### src/rtl/queue_reader_if.sv
`default_nettype none
// ============================================================================
// Module      : queue_reader_if
// Description : Bundles the queue dequeue port and the framed output stream
//               of the queue reader.
//               master modport : the reader (drives q_dequeue and m_*)
//               slave modport  : the environment (queue read side plus
//                                stream consumer)
//   q_empty    queue empty flag               (slave -> master)
//   q_dequeue  dequeue strobe                 (master -> slave)
//   q_data     queue read data, one-cycle lag (slave -> master)
//   m_valid    output word valid              (master -> slave)
//   m_ready    consumer accepts word          (slave -> master)
//   m_data     output word                    (master -> slave)
//   m_last     last word of frame             (master -> slave)
//   m_idx      word index within frame        (master -> slave)
// Revision    : 1.0 - initial release
// ============================================================================
interface queue_reader_if #(
  parameter int DATA_WIDTH = 32,
  parameter int IDX_WIDTH  = 16
);
  logic                  q_empty;
  logic                  q_dequeue;
  logic [DATA_WIDTH-1:0] q_data;
  logic                  m_valid;
  logic                  m_ready;
  logic [DATA_WIDTH-1:0] m_data;
  logic                  m_last;
  logic [IDX_WIDTH-1:0]  m_idx;

  modport master (
    input  q_empty, q_data, m_ready,
    output q_dequeue, m_valid, m_data, m_last, m_idx
  );

  modport slave (
    output q_empty, q_data, m_ready,
    input  q_dequeue, m_valid, m_data, m_last, m_idx
  );
endinterface
`default_nettype wire

### src/rtl/queue_reader.sv
`default_nettype none
// ============================================================================
// Module      : queue_reader
// Description : Drains the on-chip queue through its dequeue port and
//               presents the words as a registered valid/ready stream with
//               frame framing. Absorbs the queue's one-cycle read latency
//               with a 2-entry output buffer so one word per clock is
//               sustained.
// Ports       : clk    - sole clock, rising edge
//               reset  - synchronous, active-high reset
//               bus    - queue_reader_if.master (queue read side + stream)
// Revision    : 1.0 - initial release
// ============================================================================
module queue_reader #(
  parameter int DATA_WIDTH = 32,
  parameter int FRAME_LEN  = 16,
  parameter int IDX_WIDTH  = 16
) (
  input wire             clk,
  input wire             reset,
  queue_reader_if.master bus
);

  localparam logic [IDX_WIDTH-1:0] c_last_idx = IDX_WIDTH'(FRAME_LEN - 1);
  localparam logic [IDX_WIDTH-1:0] c_idx_one  = IDX_WIDTH'(1);

  // Buffer state: r_head is the word on m_data, r_tail the second entry.
  logic [1:0]            r_occ;
  logic                  r_inflight;
  logic [DATA_WIDTH-1:0] r_head;
  logic [DATA_WIDTH-1:0] r_tail;
  logic [IDX_WIDTH-1:0]  r_idx;

  logic                  w_valid;
  logic                  w_xfer;
  logic [2:0]            w_pend;
  logic [2:0]            w_limit;
  logic                  w_dequeue;
  logic [1:0]            w_occ_next;
  logic                  w_load_head;
  logic                  w_load_tail;
  logic [DATA_WIDTH-1:0] w_head_next;

  assign w_valid = (r_occ != 2'd0);
  assign w_xfer  = w_valid & bus.m_ready;

  // Words already owned (buffered + arriving) must leave room for one more
  // after this cycle's transfer, otherwise the buffer could overflow.
  assign w_pend    = {1'b0, r_occ} + {2'b00, r_inflight};
  assign w_limit   = 3'd1 + {2'b00, w_xfer};
  assign w_dequeue = !reset && !bus.q_empty && (w_pend <= w_limit);

  assign w_occ_next = r_occ + {1'b0, r_inflight} - {1'b0, w_xfer};

  // Head/tail update. The arriving word goes to the head when the buffer is
  // (or is about to become) empty of older words, otherwise to the tail.
  always_comb begin
    w_load_head = 1'b0;
    w_load_tail = 1'b0;
    w_head_next = r_tail;
    if (w_xfer) begin
      if (r_occ == 2'd2) begin
        w_load_head = 1'b1;
        w_head_next = r_tail;
        w_load_tail = r_inflight;
      end else if (r_inflight) begin
        w_load_head = 1'b1;
        w_head_next = bus.q_data;
      end
    end else if (r_inflight) begin
      if (r_occ == 2'd0) begin
        w_load_head = 1'b1;
        w_head_next = bus.q_data;
      end else begin
        w_load_tail = 1'b1;
      end
    end
  end

  always_ff @(posedge clk) begin
    if (reset) begin
      r_occ      <= 2'd0;
      r_inflight <= 1'b0;
      r_head     <= '0;
      r_tail     <= '0;
      r_idx      <= '0;
    end else begin
      r_inflight <= w_dequeue;
      r_occ      <= w_occ_next;
      if (w_load_head) begin
        r_head <= w_head_next;
      end
      if (w_load_tail) begin
        r_tail <= bus.q_data;
      end
      if (w_xfer) begin
        r_idx <= (r_idx == c_last_idx) ? '0 : r_idx + c_idx_one;
      end
    end
  end

  assign bus.q_dequeue = w_dequeue;
  assign bus.m_valid   = w_valid;
  assign bus.m_data    = r_head;
  assign bus.m_idx     = r_idx;
  assign bus.m_last    = w_valid & (r_idx == c_last_idx);

endmodule
`default_nettype wire
### src/flat_wrapper.sv
// flat-port wrapper written by rule: the top's interface ports become plain ports
module queue_reader_flat 
#(
  parameter int DATA_WIDTH = 32,
  parameter int FRAME_LEN  = 16,
  parameter int IDX_WIDTH  = 16
)
  (clk, reset, bus_q_empty, bus_q_data, bus_m_ready, bus_q_dequeue, bus_m_valid, bus_m_data, bus_m_last, bus_m_idx);
  queue_reader_if #(.DATA_WIDTH(DATA_WIDTH), .IDX_WIDTH(IDX_WIDTH)) bus_i ();
  input wire clk;
  input wire reset;
  input wire logic [$bits(bus_i.q_empty)-1:0] bus_q_empty;
  input wire logic [$bits(bus_i.q_data)-1:0] bus_q_data;
  input wire logic [$bits(bus_i.m_ready)-1:0] bus_m_ready;
  output wire logic [$bits(bus_i.q_dequeue)-1:0] bus_q_dequeue;
  output wire logic [$bits(bus_i.m_valid)-1:0] bus_m_valid;
  output wire logic [$bits(bus_i.m_data)-1:0] bus_m_data;
  output wire logic [$bits(bus_i.m_last)-1:0] bus_m_last;
  output wire logic [$bits(bus_i.m_idx)-1:0] bus_m_idx;
  assign bus_i.q_empty = bus_q_empty;
  assign bus_i.q_data = bus_q_data;
  assign bus_i.m_ready = bus_m_ready;
  assign bus_q_dequeue = bus_i.q_dequeue;
  assign bus_m_valid = bus_i.m_valid;
  assign bus_m_data = bus_i.m_data;
  assign bus_m_last = bus_i.m_last;
  assign bus_m_idx = bus_i.m_idx;
  queue_reader #(.DATA_WIDTH(DATA_WIDTH), .FRAME_LEN(FRAME_LEN), .IDX_WIDTH(IDX_WIDTH)) u_core (.clk(clk), .reset(reset), .bus(bus_i));
endmodule
### config.mk
export PLATFORM = sky130hd
export DESIGN_NAME = queue_reader_flat
export DESIGN_NICKNAME = d
export VERILOG_FILES = /design/src/rtl/queue_reader_if.sv /design/src/rtl/queue_reader.sv /design/src/flat_wrapper.sv
export SDC_FILE = /design/constraint.sdc
export NUM_CORES = 1
export LEC_CHECK = 0
export CORE_MARGIN = 2
export CORE_UTILIZATION = 65
export DETAILED_ROUTE_END_ITERATION = 10
export DONT_BUFFER_PORTS = 1
export GPL_TIMING_DRIVEN = 1
export PLACE_DENSITY_LB_ADDON = 0.12
export SLEW_MARGIN = 20
export SYNTH_ARGS = -nofsm -noshare
export SYNTH_HDL_FRONTEND = slang
export SYNTH_SLANG_ARGS = --single-unit
### constraint.sdc
create_clock -name clk -period 3.6 [get_ports clk]
set_clock_uncertainty 0.15 [all_clocks]
set_input_delay 0.36 -clock clk [delete_from_list [all_inputs] [get_ports clk]]
set_output_delay 0.36 -clock clk [all_outputs]
set_load 0.02 [all_outputs]
==> metrics, run 1 <==
R2R Setup Slk 1.27 ns; Pwr Total 1.98 mW; number of gates resized after CTS 0; post-synthesis sequential area ratio 49.5%; FF+latch count, synth 83; Worst R2R End u_core.r_tail[9]; Detailed Route WL 7990 µm; Slew Viols, Final 0; Overflow after GRT 0; Sw Pwr 558 µW; area of the multi-input gates 1580 µm²; Final Wtd Congestion 0.796; syn_area_per_cell 7.79 µm²; top-level I/O count 87; Gate power share 10.4%; hpwl dp 4730 µm; # rows 26; max frequency 323 MHz; Worst-Skew Late Latency 0.34 ns; Syn-to-layout area delta 15.3%; synthesized area 3360 µm²; status finished, final reports clean; final core utilization 76.8%; vias in the first global route 2798; Vias/cell 5.69; Final Setup Violations 0; fill cell count 374; Min-Delay Path Class input pin to flop; IO Port Bufs 0; sw frac 28.2%; clock power share 34.8%; WS Path Type flop to primary output; VDD IR max 0.400 mV; Syn Nets 473; register share of total power 54.9%; Yosys cell types 36; Final Hold Vio Count 0; number of diodes 0; Final Critical Period 3.09 ns; clock buffer count from CTS 9; max_cap viols 0; global-route wire length before repair 12600 µm; P per Cell Area 512 nW/µm²; CP startpoint u_core.r_occ[0]; TritonRoute pass-1 iters 4; routed wire length per instance 15.3 µm; Lkg Pwr 1.50 nW; CTS root buf clkbuf_8; CP Launch Type flop; clock sink total 83; initial DRC count 180; CTS H-tree depth 3; slew margin rel. 53.9%; Worst-Margin Slew 0.692 ns; Crit path required time 3.09 ns; storage element area 1660 µm²; final net count 489; Setup TNS 0 ns; CTS tree done; largest net degree at the start of global routing 68; Ys Warns 0; die height 75.9 µm; arrival time worst endpoint 2.58 ns; clk buf depth 2; Tot GR Track Use 28.4%; Die Area 5760 µm²; drt drc 0; RSZ-0062 raised after global routing no; critical path fanouts, max 9; initial antenna violation count 0; worst r2r path cells 5; Setup crit end bus_q_dequeue; clock transition at the registers of the reported paths 0.08 ns; initial cell density of the core 66.6%; Final Cell Area 3870 µm²; Tcrit/Tclk final 85.9%; RR Startpoint u_core.r_occ[0]; Area after DPL 3380 µm²; CP endpoint kind primary output; Core Region 5040 µm²; vias 2972; cell-internal power 1.42 mW; Die Width 75.9 µm; share of layout cells above drive strength 1 6.42%; Post-Syn Instances 431; Post-DRT Antenna Nets 0
-- sequential cells by signal, summed over array words and instances (netlist names) --
name               count
u_core.bus.m_data     32
u_core.r_tail         32
u_core.r_occ           2
u_core.bus.m_idx      16
u_core.r_inflight      1
-- worst max-delay path: stages, from the launching register on --
cell	delay [ns]
dfxtp_1	0.39
o21ai_2	0.37
inv_1	0.18
fa_1	0.59
o31a_1	0.15
a21oi_1	0.06
nor3_1	0.50
-- cells in the final DEF, fill, tap and decap left out, drive strengths merged, types with 2 or more instances in the layout --
cell type    synthesis  final
xnor2                5      5
o21ai                5      5
nor2               110    110
nor3                 5      5
ha                   5      5
nor4                36     36
inv                  5      5
nand2               74     74
nand2b               2      2
nand4                6      6
a21oi               37     37
clkbuf              22     13
or2                  3      3
nor2b                2      2
dlygate4sd3          0     26
or3                  2      2
buf                  4      5
nand3                4      4
and4                 2      2
xor2                 8      8
dfxtp               83     83
-- through the flow --
stage	cells	hold slack (ns)	worst slack (ns)
floorplan	431	0.287	1.05
global placement	479	0.284	0.975
detailed placement	479	0.286	0.873
CTS	520	0.0000773	0.484
global route	522	0.00638	0.298
finish	522	0.00132	0.509
-- cell type report --
| cell class | count | share of cell area, % |
|---|---|---|
| Sequential cell | 83 | 42.9 |
| Multi-Input combinational cell | 317 | 40.8 |
| Timing Repair Buffer | 31 | 8.21 |
| Clock buffer | 13 | 4.10 |
| Tap cell | 70 | 2.26 |
| Clock inverter | 3 | 1.20 |
| Inverter | 5 | 0.485 |
-- how the worst min path moves through the flow --
| stage | end | start | cells past startpoint |
|---|---|---|---|
| 2_1_floorplan | u_core.r_tail[0] | u_core.r_tail[0] | 2 |
| 3_5_place_dp | u_core.r_tail[24] | reset | 1 |
| 4_1_cts | u_core.r_tail[18] | bus_q_data[18] | 2 |
| 6_report | u_core.r_tail[18] | bus_q_data[18] | 2 |
| 3_3_place_gp | u_core.r_tail[18] | reset | 1 |
| 5_1_grt | u_core.r_tail[2] | bus_q_data[2] | 2 |
-- kinds of logic after synthesis --
| kind of cell | synth area share, % |
|---|---|
| buffers and inverters | 3.65 |
| adders and majority gates | 2.46 |
| AOI/OAI and AO/OA | 7.94 |
| and+or+nand+nor | 32.8 |
| muxes | 0.298 |
| DFF | 49.5 |
| xor gates and xnor gates | 3.39 |
-- metal layers --
metal  vias to the layer above  GRT usage, %  share of wire, %
li1                       1468             -                 -
met1                      1392          34.3                41
met2                        98          48.2                50
met3                        14          7.41               7.0
met4                         0          11.1               1.8
met5                         -             0                 0
-- power by group through the flow --
stage | clock [mW] | combinational (mW) | sequential (mW)
floorplan | 0 | 0.141 | 1.10
global placement | 0 | 0.158 | 1.11
detailed placement | 0 | 0.166 | 1.11
CTS | 0.691 | 0.202 | 1.09
global route | 0.727 | 0.234 | 1.10
finish | 0.689 | 0.205 | 1.09
-- synthesized netlist by cell type --
library cell / count / area [µm²]
clkbuf_2: 1 / 5.00
buf_2: 4 / 20.0
clkbuf_1: 21 / 78.8
nor4_1: 36 / 225
and4_2: 1 / 10.0
nand4_1: 6 / 37.5
dfxtp_1: 83 / 1660
fa_1: 1 / 20.0
inv_1: 5 / 18.8
o21ai_1: 1 / 5.00
o31ai_1: 1 / 7.51
o21ai_0: 3 / 15.0
ha_1: 5 / 62.6
a21boi_1: 1 / 7.51
and4b_2: 1 / 11.3
xnor2_1: 5 / 43.8
or3_2: 2 / 15.0
nor2b_1: 2 / 12.5
nor3_1: 5 / 25.0
o21ai_2: 1 / 8.76
nand2_1: 74 / 278
xor2_1: 8 / 70.1
nand3_1: 4 / 20.0
o2111a_1: 1 / 11.3
nor2_1: 110 / 413
a21bo_2: 1 / 10.0
or2_2: 2 / 12.5
a21oi_1: 37 / 185
and4_1: 1 / 8.76
and3_1: 1 / 6.26
o31a_1: 1 / 8.76
mux2i_1: 1 / 10.0
nand2b_1: 2 / 12.5
or4_1: 1 / 7.51
or2_1: 1 / 6.26
o21bai_1: 1 / 7.51
-- repair_timing --
item | 4_1_cts | 5_1_grt
hold endpoints to repair | 67 | 2
hold buffers | 25 | 2
setup buffers | 0 | 0
Power figures use the tool's default switching activity.
==> inputs of run 2 (changes only) <==
--- a/config.mk
+++ b/config.mk
@@ -6,10 +6,11 @@
 export NUM_CORES = 1
 export LEC_CHECK = 0
 export CORE_MARGIN = 2
-export CORE_UTILIZATION = 65
+export CORE_UTILIZATION = 62
 export DETAILED_ROUTE_END_ITERATION = 10
 export DONT_BUFFER_PORTS = 1
 export GPL_TIMING_DRIVEN = 1
+export MAX_ROUTING_LAYER = met4
 export PLACE_DENSITY_LB_ADDON = 0.12
 export SLEW_MARGIN = 20
 export SYNTH_ARGS = -nofsm -noshare
==> constraint.sdc (replaced) <==
create_clock -name clk -period 3.5 [get_ports clk]
set_clock_uncertainty 0.15 [all_clocks]
set_input_delay 0.35 -clock clk [delete_from_list [all_inputs] [get_ports clk]]
set_output_delay 0.35 -clock clk [all_outputs]
set_load 0.02 [all_outputs]
==> run 2 against run 1 <==
Against the previous run: flip-flop and latch count did not move; cell area rose by 1.8%; sequential power is essentially flat; die area up 4.6%; critical path depth did not move; first-iteration DRC count shrank 12%; routed wire length decreased by 2.5%; worst hold slack better by 0.0078 ns; core utilization fell by 0.58 points; cell count rose by 0.77%; critical endpoint unchanged; largest cell class unchanged; largest power group unchanged.
==> metrics, run 2 (synthesized netlist as in run 1, its figures left out) <==
status finished, final reports clean; die height 77.6 µm (+2.3%); area of the multi-input gates 1580 µm² (unchanged); Slowest Stage Delay on Critical Path 0.58 ns (about the same); Lkg Pwr 1.53 nW (+2.2%); Overflow after GRT 0 (unchanged); CTS root buf clkbuf_8; initial DRC count 159 (-12%); WS Path Type flop to primary output; critical path fanouts, max 9 (unchanged); vias 2953 (-0.64%); Die Width 77.6 µm (+2.3%); clock buffer count from CTS 9 (unchanged); post-CTS setup buffer count 0 (unchanged); hpwl dp 4490 µm (-5.1%); CP cell instances o21ai_2 > inv_1 > fa_1 > o31a_1 > a21oi_1 > nor3_1; fill cell count 375 (+0.27%); Slew Viols, Final 0 (unchanged); Vias/cell 5.61 (-1.4%); CP endpoint kind primary output; Syn-to-layout area delta 17.4%; largest net degree at the start of global routing 68 (unchanged); worst slack at placement 0.862 ns (-0.0117 ns); IO Port Bufs 0 (unchanged); CTS H-tree depth 3 (unchanged); number of gates resized after CTS 0 (unchanged); final core utilization 76.2% (-0.58 points); Final Wtd Congestion 0.827 (+3.9%); Die Area 6020 µm² (+4.6%); Tot GR Track Use 28.1% (-0.28 points); Final Setup Violations 0 (unchanged); # rows 26 (unchanged); Setup TNS 0 ns (unchanged); clock transition at the registers of the reported paths 0.07 ns (about the same); Min-Delay Path Class input pin to flop; TritonRoute pass-1 iters 4 (unchanged); Final Hold Vio Count 0 (unchanged); CP max-delay cell fa_1; Post-DRT Antenna Nets 0 (unchanged); storage element area 1660 µm² (unchanged); worst hold slack 0.00916 ns (+0.00784 ns); Final Critical Period 3.01 ns; Pwr Total 2.09 mW (+5.3%); top-level I/O count 87 (unchanged); share of layout cells above drive strength 1 6.14% (-0.28 points); Crit path required time 3.00 ns (-0.09 ns); number of diodes 0 (unchanged); hold_buf cts 33 (+32%); max_cap viols 0 (unchanged); arrival time worst endpoint 2.51 ns (-0.07 ns); CTS tree done; VDD IR max 0.358 mV (-10%); routed wire length per instance 14.8 µm (-3.2%); vias in the first global route 2939 (+5.0%); drt drc 0 (unchanged); Final Cell Area 3940 µm² (+1.8%); global-route wire length before repair 13300 µm (+5.5%); Worst-Margin Slew 0.670 ns (-0.0224 ns); RSZ-0062 raised after global routing no; initial antenna violation count 0 (unchanged); Tcrit/Tclk final 85.9%; final worst setup slack 0.495 ns (-0.0139 ns); clock sink total 83 (unchanged); Area after DPL 3380 µm² (unchanged); final net count 495 (+1.2%); commonest non-fill, non-tap cell in the layout nor2_1; initial cell density of the core 64.9% (-1.7 points); max frequency 333 MHz; Core Region 5170 µm² (+2.6%); most frequent cells in the layout nor2_1 (110), dfxtp_1 (83), nand2_1 (74), a21oi_1 (37), nor4_1 (36); final non-filler cell total 526 (+0.77%); placed cells 479 (unchanged); P per Cell Area 529 nW/µm² (+3.4%); clk buf depth 2 (unchanged); R2R Setup Slk 1.16 ns (-0.11 ns); Worst-Skew Late Latency 0.34 ns (about the same); CP Launch Type flop; Detailed Route WL 7800 µm (-2.5%); slew margin rel. 55.4% (+1.5 points)
## run 2: changes by cell type in the layout (fill, tap and decap cells not counted), sizes merged
cell	previous run	this run
clkinv	1	0
bufinv	1	2
clkbuf	13	12
clkinvlp	1	0
dlygate4sd3	26	32
## run 2: layout make-up
class,count,share of cell area (%)
clock inverters,2,1.52
repair buffers,37,9.58
flip-flops and latches,83,42.1
multi-input cells,317,40.1
clock buffers,12,3.94
well taps,70,2.22
inverters,5,0.476
## run 2: worst max-delay path, delay by kind of cell (launching register included)
family                     cells  cell delay (ns)
and+or+nand+nor                1             0.49
AOI/OAI and AO/OA              3             0.53
adders and majority gates      1             0.58
DFF                            1             0.39
buffers and inverters          1             0.18
## run 2: power breakdown
| part | leakage, nW | internal [mW] | total (mW) | switching [mW] |
|---|---|---|---|---|
| clock network | 0.109 | 0.434 | 0.751 | 0.317 |
| registers | 0.676 | 1.01 | 1.12 | 0.112 |
| logic | 0.749 | 0.0903 | 0.216 | 0.126 |
## run 2: routing by layer
metal  share of wire, %  wire [µm]  GRT usage (%)
met4                1.7        129           12.9
met1                 43       3320           33.3
met3                6.1        473           6.05
met2                 50       3880           45.9
met5                  0          0              -
## run 2: final timing paths
check                         start  depth (start not counted)                 to
setup / recovery    u_core.r_occ[0]                          6      bus_q_dequeue
hold / removal       bus_q_data[11]                          2  u_core.r_tail[11]
setup reg to reg    u_core.r_occ[0]                          5  u_core.r_tail[30]
hold reg to reg   u_core.r_tail[27]                          2  u_core.r_tail[27]
==> inputs of run 3 (changes only) <==
--- a/config.mk
+++ b/config.mk
@@ -5,6 +5,7 @@
 export SDC_FILE = /design/constraint.sdc
 export NUM_CORES = 1
 export LEC_CHECK = 0
+export CORE_ASPECT_RATIO = 1.2
 export CORE_MARGIN = 2
 export CORE_UTILIZATION = 62
 export DETAILED_ROUTE_END_ITERATION = 10
==> run 3 against run 2 <==
Against the previous run: fmax decreased by 1.7%; first-iteration DRC count decreased by 5.0%; core utilization decreased by 1.5 points; cell area decreased by 0.29%; register-to-register slack about the same; global-route usage increased by 1.2 points; highest routed layer unchanged.
==> metrics, run 3 (synthesized netlist as in run 1, its figures left out) <==
Post-DRT Antenna Nets 0 (unchanged); Worst-Skew Late Latency 0.34 ns (about the same); vias 3018 (+2.2%); Die Area 6020 µm² (about the same); Worst-Margin Slew 0.685 ns (+0.0153 ns); clock buffer count from CTS 9 (unchanged); Overflow after GRT 0 (unchanged); share of layout cells above drive strength 1 6.54% (+0.40 points); Final Hold Vio Count 0 (unchanged); final net count 496 (+0.20%); clock sink total 83 (unchanged); CTS tree done; max_cap viols 0 (unchanged); CP max-delay cell fa_1; CP cell instances o21ai_2 > inv_1 > fa_1 > o31a_1 > a21oi_1 > nor3_1; worst slack at placement 0.823 ns (-0.0389 ns); vias in the first global route 3124 (+6.3%); status finished, final reports clean; CTS root buf clkbuf_8; P per Cell Area 517 nW/µm² (-2.3%); Slowest Stage Delay on Critical Path 0.59 ns (about the same); number of gates resized after CTS 0 (unchanged); number of diodes 0 (unchanged); CP startpoint u_core.r_occ[0]; CP Launch Type flop; worst hold slack 0.0262 ns (+0.0171 ns); hpwl dp 4580 µm (+1.9%); largest net degree at the start of global routing 68 (unchanged); global-route wire length before repair 13900 µm (+4.7%); R2R Setup Slk 1.16 ns (about the same); top-level I/O count 87 (unchanged); CP endpoint kind primary output; Lkg Pwr 1.54 nW (+0.13%); post-CTS setup buffer count 0 (unchanged); fill cell count 414 (+10%); Syn-to-layout area delta 17.1%; Final Setup Violations 0 (unchanged); max frequency 327 MHz (-1.7%); Vias/cell 5.79 (+3.2%); IO Port Bufs 0 (unchanged); slew margin rel. 54.3% (-1.0 points); RR Startpoint u_core.r_occ[0]; Tot GR Track Use 29.3% (+1.2 points); clk buf depth 2 (unchanged); initial antenna violation count 0 (unchanged); Detailed Route WL 7960 µm (+2.0%); Final Wtd Congestion 0.921 (+11%); arrival time worst endpoint 2.56 ns (+0.05 ns); CTS H-tree depth 3 (unchanged); RSZ-0062 raised after global routing no; Slew Viols, Final 0 (unchanged); hold_buf cts 34 (+3.0%); Core Region 5260 µm² (+1.7%); routed wire length per instance 15.3 µm (+3.0%); Tcrit/Tclk final 87.4% (+1.5 points); Pwr Total 2.03 mW (-2.6%); Crit path required time 3.00 ns (about the same); VDD IR max 0.337 mV (-6.0%); clock transition at the registers of the reported paths 0.08 ns (about the same); die height 84.6 µm (+9.1%); initial DRC count 151 (-5.0%); TritonRoute pass-1 iters 4 (unchanged); final worst setup slack 0.442 ns (-0.0530 ns); Worst Hold Launch bus_q_data[8]; most frequent cells in the layout nor2_1 (110), dfxtp_1 (83), nand2_1 (74), a21oi_1 (37), nor4_1 (36); Final Critical Period 3.06 ns (+0.0530 ns); drt drc 0 (unchanged); Min-Delay Path Class input pin to flop; initial cell density of the core 63.8% (-1.1 points); critical path fanouts, max 9 (unchanged); # rows 29 (+12%); final core utilization 74.7% (-1.5 points); Setup TNS 0 ns (unchanged); commonest non-fill, non-tap cell in the layout nor2_1; WS Path Type flop to primary output; Die Width 71.2 µm (-8.3%)
-- run 3: cell types whose count changed in the layout (fill, tap and decap cells not counted), sizes merged --
| cell | before | now |
|---|---|---|
| bufinv | 2 | 1 |
| clkinv | 0 | 3 |
| dlygate4sd3 | 32 | 33 |
-- run 3: worst max-delay path, delay by kind of cell (launching register included) --
kind | cells | cell delay (ns)
compound gates | 3 | 0.56
fa+ha+maj | 1 | 0.59
buf+inv | 1 | 0.19
flops | 1 | 0.39
simple gates | 1 | 0.49
-- run 3: per-stage QoR --
stage / cells / cell area [µm²]
2_1_floorplan: 431 / 3360
3_3_place_gp: 471 / 3370
3_5_place_dp: 471 / 3370
4_1_cts: 521 / 3930
5_1_grt: 521 / 3930
6_report: 521 / 3930
-- run 3: final timing paths --
path	to	depth (start not counted)
worst max register to register	u_core.r_tail[0]	5
worst max-delay path	bus_q_dequeue	6
worst min-delay path	u_core.bus.m_data[8]	2
worst min register to register	u_core.r_tail[31]	2
-- run 3: final cells by class --
type | instances | area [µm²] | share of cell area (%)
Inverter | 5 | 18.8 | 0.477
Clock buffer | 12 | 155 | 3.95
Timing Repair Buffer | 38 | 388 | 9.87
Clock inverter | 4 | 48.8 | 1.24
Tap cell | 62 | 77.6 | 1.97
Multi-Input combinational cell | 317 | 1580 | 40.2
Sequential cell | 83 | 1660 | 42.3
-- run 3: layer usage --
layer  vias to the layer above  share of wire (%)  GRT usage (%)  wire [µm]
met2                       106                 51           48.5       4050
li1                       1486                  -              -          -
met4                         0                1.5           11.7        122
met3                        13                8.2           9.36        654
met5                         -                  0              -          0
met1                      1413                 39           32.5       3130
-- run 3: power by group --
group / switching (mW) / leakage, nW / internal, mW
registers: 0.113 / 0.676 / 1.01
clock network: 0.334 / 0.106 / 0.368
logic: 0.120 / 0.753 / 0.0908
total: 0.567 / 1.54 / 1.47
